### src/rtl/enc_expgob.sv
// rtl/enc_expgob.sv - serial order-0 Exp-Golomb encoder, one codeword bit per transfer
// Optional ENC_SIGNED_MAP_EN: treat data_i as signed and apply the se(v) mapping.
module enc_expgob #(
    parameter int DATA_W = 8,
    parameter int CNT_W  = $clog2(2*DATA_W+2)
) (
    input  logic              clk,
    input  logic              rst_n,
    input  logic              start_i,
    input  logic [DATA_W-1:0] data_i,
    output logic              ready_o,
    output logic              bit_o,
    output logic              bit_vld_o,
    input  logic              bit_rdy_i,
    output logic              last_o,
    output logic [CNT_W-1:0]  len_o,
    output logic [CNT_W-1:0]  idx_o
);

    typedef enum logic [1:0] {S_IDLE, S_PREFIX, S_SUFFIX} state_t;

    state_t             r_state;
    logic [DATA_W:0]    r_x;
    logic [CNT_W-1:0]   r_n;
    logic [CNT_W-1:0]   r_cnt;
    logic [DATA_W:0]    w_x;
    logic [CNT_W-1:0]   w_n;
    logic               w_xfer;
    logic [CNT_W-1:0]   w_idx_dec;

    function automatic logic [CNT_W-1:0] f_msb(input logic [DATA_W:0] x);
        f_msb = '0;
        for (int i = 0; i <= DATA_W; i++) begin
            if (x[i]) f_msb = CNT_W'(i);
        end
    endfunction

    function automatic logic f_bit(input logic [DATA_W:0] x, input logic [CNT_W-1:0] sel);
        logic [DATA_W:0] t;
        t     = x >> sel;
        f_bit = t[0];
    endfunction

`ifdef ENC_SIGNED_MAP_EN
    // x = mapped+1: k>0 gives 2k, k<=0 gives 2|k|+1; |k| of the most negative value still fits DATA_W bits
    logic [DATA_W-1:0] w_mag;
    logic              w_nonpos;
    assign w_mag    = (~data_i) + {{(DATA_W-1){1'b0}}, 1'b1};
    assign w_nonpos = data_i[DATA_W-1] | (data_i == '0);
    assign w_x      = w_nonpos ? {w_mag, 1'b1} : {data_i, 1'b0};
`else
    assign w_x = {1'b0, data_i} + {{DATA_W{1'b0}}, 1'b1};
`endif

    assign w_n       = f_msb(w_x);
    assign w_xfer    = bit_vld_o & bit_rdy_i;
    assign w_idx_dec = idx_o - {{(CNT_W-1){1'b0}}, 1'b1};

    always_ff @(posedge clk or negedge rst_n) begin
        if (!rst_n) begin
            r_state   <= S_IDLE;
            r_x       <= '0;
            r_n       <= '0;
            r_cnt     <= '0;
            ready_o   <= 1'b1;
            bit_o     <= 1'b0;
            bit_vld_o <= 1'b0;
            last_o    <= 1'b0;
            len_o     <= '0;
            idx_o     <= '0;
        end else begin
            case (r_state)
                S_IDLE: begin
                    if (start_i) begin
                        r_x       <= w_x;
                        r_n       <= w_n;
                        r_cnt     <= w_n;
                        len_o     <= {w_n[CNT_W-2:0], 1'b1};
                        ready_o   <= 1'b0;
                        bit_vld_o <= 1'b1;
                        if (w_n != '0) begin
                            r_state <= S_PREFIX;
                            bit_o   <= 1'b0;
                            idx_o   <= '0;
                            last_o  <= 1'b0;
                        end else begin
                            r_state <= S_SUFFIX;
                            bit_o   <= w_x[0];
                            idx_o   <= '0;
                            last_o  <= 1'b1;
                        end
                    end
                end
                S_PREFIX: begin
                    if (w_xfer) begin
                        if (r_cnt == {{(CNT_W-1){1'b0}}, 1'b1}) begin
                            r_state <= S_SUFFIX;
                            bit_o   <= f_bit(r_x, r_n);
                            idx_o   <= r_n;
                            last_o  <= (r_n == '0);
                        end else begin
                            r_cnt <= r_cnt - {{(CNT_W-1){1'b0}}, 1'b1};
                        end
                    end
                end
                S_SUFFIX: begin
                    if (w_xfer) begin
                        if (idx_o == '0) begin
                            r_state   <= S_IDLE;
                            ready_o   <= 1'b1;
                            bit_vld_o <= 1'b0;
                            bit_o     <= 1'b0;
                            last_o    <= 1'b0;
                        end else begin
                            idx_o  <= w_idx_dec;
                            bit_o  <= f_bit(r_x, w_idx_dec);
                            last_o <= (w_idx_dec == '0);
                        end
                    end
                end
                default: r_state <= S_IDLE;
            endcase
        end
    end

endmodule

### config.mk
export PLATFORM = sky130hd
export DESIGN_NAME = enc_expgob
export DESIGN_NICKNAME = d
export VERILOG_FILES = /design/src/rtl/enc_expgob.sv
export SDC_FILE = /design/constraint.sdc
export NUM_CORES = 1
export LEC_CHECK = 0
export CORE_MARGIN = 3
export CORE_UTILIZATION = 45
export CTS_CLUSTER_SIZE = 14
export DETAILED_ROUTE_END_ITERATION = 6
export MAX_ROUTING_LAYER = met4
export PLACE_DENSITY = 0.72
export SLEW_MARGIN = 20
export SYNTH_ARGS = -nofsm -noshare
export SYNTH_HDL_FRONTEND = slang
export SYNTH_SLANG_ARGS = --single-unit
### constraint.sdc
create_clock -name clk -period 2.22 [get_ports clk]
set_clock_uncertainty 0.05 [all_clocks]
set_input_delay 0.444 -clock clk [delete_from_list [all_inputs] [get_ports clk]]
set_output_delay 0.444 -clock clk [all_outputs]
set_load 0.1 [all_outputs]
**Word-level counts from Yosys, hierarchy flattened**

Cells that the tools add are included.

- Output and inout bits: 14
- Word-level logic and storage cells: 87
- Register bits: 35
- Input bits: 12

- $add $sub $neg: 3
- Eq/ne operators: 10
- Bitwise operators: 1
- Reductions and logical operators: 14
- Shifts and indexed selects: 2
- Muxes and demuxes: 47

Operators with widths:

| operator | count |
|---|---|
| $mux 5 | 14 |
| $mux 1 | 19 |
| $shr 9x5->1 | 2 |
| $logic_not 5->1 | 3 |
| $pmux 5 s3 | 1 |
| $mux 2 | 7 |
| $ne 2x2->1 const B | 7 |
| $pmux 5 s2 | 1 |
| $reduce_and 5->1 | 2 |
| $sub 5x1->5 const B | 2 |
| $add 8x1->9 const B | 1 |
| $reduce_and 4->1 | 2 |
| $pmux 1 s3 | 2 |
| $pmux 2 s3 | 1 |
| $reduce_and 6->1 | 1 |
| $eq 5x1->1 const B | 1 |
| $reduce_bool 5->1 | 1 |
| $pmux 1 s2 | 2 |
| $reduce_bool 2->1 | 2 |
| $reduce_bool 3->1 | 1 |
| $eq 2x1->1 const B | 1 |
| $eq 2x2->1 const B | 1 |
| $logic_not 2->1 | 1 |
| $reduce_and 2->1 | 1 |
| $and 1x1->1 | 1 |

**Depth between registers and ports, before layout**

- Depth in word-level cells: 13
- Depth in mapped cells: 7
- Gate-level depth less buffers: 7

**Worst setup path after synthesis**

No wires, ideal clock.

- Kind: register -> register
- Start point: register idx_o[0]
- End point: register bit_o
- Stages on the path, launching flop included: 8
- Required time: 2.047 ns
- Buffers on the path: 0
- Arrival time: 2.547 ns
- Period minus slack after synthesis: 2.720 ns
- Setup time: 0.123 ns
- Setup slack: -0.500 ns
- Cells stage by stage: dfrtp_1 -> inv_1 -> ha_1 -> mux4_2 -> mux2_2 -> o2111ai_1 -> nand4_1 -> o221a_1

- Word-level cells in the longest chain between the ends: 5
- Elaborated cells on any way between the ends: 6
- Classes of those cells: add/sub (1); shift (1); mux (3); reduce/logical (1)

Ends and longest elaborated chain:

| item | RTL line | text |
|---|---|---|
| from (decl) | 17 | `output logic [CNT_W-1:0] idx_o` |
| from (signal assigned) | 99 | `idx_o <= r_n;` |
| from (signal assigned) | 115 | `idx_o <= w_idx_dec;` |
| $sub 5x1->5 | 57 | `assign w_idx_dec = idx_o - {{(CNT_W-1){1'b0}}, 1'b1};` |
| $shr 9x5->1 | 40 | `t = x >> sel;` |
| $mux 1 (*) | 108 | `if (idx_o == '0) begin` |
| $mux 1 (*) | 107 | `if (w_xfer) begin` |
| $pmux 1 s3 (*) | 72 | `case (r_state)` |
| to (signal assigned) | 88 | `bit_o <= w_x[0];` |
| to (signal assigned) | 98 | `bit_o <= f_bit(r_x, r_n);` |
| to (signal assigned) | 116 | `bit_o <= f_bit(r_x, w_idx_dec);` |
| to (decl) | 12 | `output logic bit_o,` |

Every way passes the cells marked *; elsewhere a longest branch is shown, timed or not. The select of a mux whose other input is x is not followed.
A chain may end at the register's enable or synchronous reset.

**Final worst setup path**

- Start point: register r_cnt[1]
- End point: register idx_o[1]

- Word-level cells in the longest chain between the ends: 3

Ends and longest elaborated chain:

| item | RTL line | text |
|---|---|---|
| from (decl) | 25 | `logic [CNT_W-1:0] r_cnt;` |
| from (signal assigned) | 77 | `r_cnt <= w_n;` |
| from (signal assigned) | 102 | `r_cnt <= r_cnt - {{(CNT_W-1){1'b0}}, 1'b1};` |
| $eq 5x1->1 | 96 | `if (r_cnt == {{(CNT_W-1){1'b0}}, 1'b1}) begin` |
| $ne 2x2->1 (no line) | -- |  |
| $reduce_and 6->1 (no line) | -- |  |

No other way between the ends.

==> reports/qor.csv <==
stage,metric,value,unit
status,status,"finished, final reports clean",
power,power.total,0.00406,W
critical_path,crit_chain,"inv_1, ha_1, or4b_4, o22ai_4, nand4b_4, a311oi_1, a21oi_1",
logic_synthesis,ys_seq_area_share,32.4,%
floorplanning,die_w,76.6,um
floorplanning,dieArea,5870,um2
critical_path,path_delay_family,simple AND/OR/NAND/NOR gates,
timing,worst_slack,0.119,ns
power,p_leak,1.19,nW
logic_synthesis,syn-num-nets,275,
clock_tree,clk_path_buf_depth,2,
final_layout,final_cell_mix,"buf_4 (43), nand2_1 (28), dfrtp_1 (23), nor2_1 (17), o21ai_0 (15)",
floorplanning,row_count,25,
clock_tree,clock_latency,0.28,ns
logic_synthesis,synth.largest_area_cell,dfrtp_1,
timing,post-route-min-period,2.10,ns
global_routing,first_global_vias,2087,
logic_synthesis,async_flop_share,100,%
floorplanning,die_h,76.6,um
critical_path,critPathCaptureType,flip-flop,
route,wirelength,5.51,mm
timing,slew_viol_final,0,
place,place_inst,360,
min_path,worstHoldPathType,flip-flop to flip-flop,
route,vias,2098,
final_layout,stdcell_count,368,
global_routing,grt_start_max_net_pins,30,
global_routing,grt_use_total,20.4,%
min_path,hold_end,len_o[0]$_DFFE_PN0P_,
critical_path,critical_path_buf_inv_count,1,
critical_path,path_max_fanout,8,
place,numPortBuffers,25,
route,vias_per_cell,5.70,
critical_path,cp_slowest_cell,or4b_4,
timing,relSlewSlack,70.0,%
final_layout,nNetsFinal,322,
timing,worst_slew_pin_slew,0.449,ns
route,first_pass_iters,4,
critical_path,criticalPathCategory,flip-flop to flip-flop,
final_layout,fill_cells,421,
floorplanning,ios,26,
critical_path,rr_worst_depth,7,
final_layout,drive_gt1_share,25.2,%
logic_synthesis,yosys-top-cells-area,"dfrtp_1 (31%), ha_1 (5.6%), nand2_1 (4.7%), o21ai_0 (3.3%), a21oi_1 (3.1%)",
logic_synthesis,synth_edf_count,0,
place,pre_cts_slack,-0.319,ns
clock_tree,numCtsBuffers,5,
clock_tree,root_buffer,clkbuf_8,
logic_synthesis,synth_ff_type,dfrtp_1,
floorplanning,coreArea,4790,um2
timing,finalSetupViolations,0,
timing,fmax,476,MHz
global_routing,gr-total-overflow,0,
critical_path,cp.arrival,2.21,ns
route,routedWlPerCell,15.0,um
critical_path,r2r-end,idx_o[1]$_DFFE_PN0P_,
timing,tns,0,ns
logic_synthesis,yosysWarnings,0,
global_routing,grt_antenna_before_repair,0,
final_layout,area_growth,25.9,%
logic_synthesis,ys_ff_latch,29,
route,ant_nets,0,
final_layout,num_antenna_cells,0,
clock_tree,postCtsSetupRepairBufs,0,
clock_tree,hold_buffers,0,
logic_synthesis,yosysTopAreaCellShare,31.2,%
logic_synthesis,synth_area,2240,um2
min_path,holdPathStages,1,
critical_path,r2r_slack,0.12,ns
power,powerDensity,1440,nW/um2
clock_tree,clk_pin_slew,0.07,ns
logic_synthesis,syn_avg_cell_area,8.87,um2
critical_path,rr_startpoint,r_cnt[1]$_DFFE_PN0P_,
critical_path,startpoint,r_cnt[1]$_DFFE_PN0P_,
floorplanning,initial_utilization,46.9,%
power,peakVddDrop,0.000585,V
global_routing,grt_pass1_wl,9.62,mm
route,drt_iter0_drc,111,
clock_tree,htreeDepth,2,
logic_synthesis,syn_inst,253,
place,place_area,2730,um2
critical_path,startpoint_type,flip-flop,
place,place.gp.congestion,0.936,
min_path,min_from,len_o[0]$_DFFE_PN0P_,
timing,finalHoldViolations,0,
timing,fin_crit_sh,94.6,%
run,max-cap-violations,0,
critical_path,crit_path_max_incr_delay,0.49,ns
route,remaining_drc_errors,0,
clock_tree,cts_sinks,29,
timing,rsz0062_at_grt,no,
final_layout,stdcell_area,2830,um2
final_layout,mostFrequentLayoutCell,buf_4,
clock_tree,cts_tree,done,
logic_synthesis,yosysUniqueCellTypes,68,
critical_path,cp.required,2.33,ns
place,place_hpwl,4.18,mm
-- synth_stat cells, drive strengths merged (6+ instances only) --
master	n
a21oi	14
and3	6
clkbuf	10
dfrtp	28
ha	10
inv	12
nand2	28
nand3	7
nand4	9
nor2	17
nor3	7
o21ai	20
xnor2	6
-- worst max path at each step --
| stage | end | slack [ns] | cells after the start |
|---|---|---|---|
| global placement | bit_o$_DFFE_PN0P_ | -0.20 | 6 |
| finish | idx_o[1]$_DFFE_PN0P_ | 0.12 | 7 |
| floorplan | bit_o$_DFFE_PN0P_ | 0.03 | 7 |
| detailed placement | bit_o$_DFFE_PN0P_ | -0.32 | 6 |
| CTS | bit_o$_DFFE_PN0P_ | 0.03 | 6 |
| global route | idx_o[0]$_DFFE_PN0P_ | 0.02 | 7 |
-- report_power, final --
group	switching [W]	internal, W
clock network	0.000199	0.000252
logic	0.00159	0.000996
registers	0.000264	0.000765
-- cell type report --
| cell class | instances | area (um2) | share of cell area [%] |
|---|---|---|---|
| Sequential cell | 29 | 738 | 26.1 |
| Timing Repair Buffer | 54 | 433 | 15.3 |
| Inverter | 12 | 45.0 | 1.59 |
| Tap cell | 67 | 83.8 | 2.97 |
| Clock buffer | 8 | 90.1 | 3.19 |
| Multi-Input combinational cell | 198 | 1440 | 50.8 |
-- timing repair --
action	4_1_cts	5_1_grt
endpoints found under the setup margin	1	5
gates resized for setup	1	2
pin swaps	0	1
cloned	0	0
-- state kept, by name, summed over array words and instances (netlist names) --
name	count
r_cnt	5
bit_vld_o	1
idx_o	5
bit_o	1
ready_o	1
r_x	8
r_state	2
len_o	4
r_n	1
last_o	1
-- cells by family after synthesis --
group / synth area share [%]
AND/OR/NAND/NOR: 24.9
AO/OA/AOI/OAI: 24.0
flip-flops: 32.4
buffers and inverters: 4.63
adder cells (fa/ha/maj): 5.57
XOR/XNOR: 3.12
multiplexers: 5.41
-- layer usage --
layer  part of all wire, %  up-vias  global-route usage (%)
li1                      -     1047                       -
met1                    46      989                    24.7
met2                    48       50                    34.5
met3                   4.4       12                    3.90
met4                   1.7        0                    6.34
met5                     0        -                       -
-- worst reg2reg max path, cell delays in order, from the launching register on --
cell and delay [ns]:
dfrtp_1 0.40, inv_1 0.08, ha_1 0.13, or4b_4 0.49, o22ai_4 0.26, nand4b_4 0.20
a311oi_1 0.30, a21oi_1 0.07
-- metrics by stage --
stage / utilization (%) / hold slack [ns]
final: 59.0 / 0.415
after global routing: 59.0 / 0.448
after CTS: 59.0 / 0.421
after detailed placement: 57.0 / 0.407
after global placement: 57.0 / 0.405
after floorplan: - / 0.0984
(Power assumes the default switching activity.)
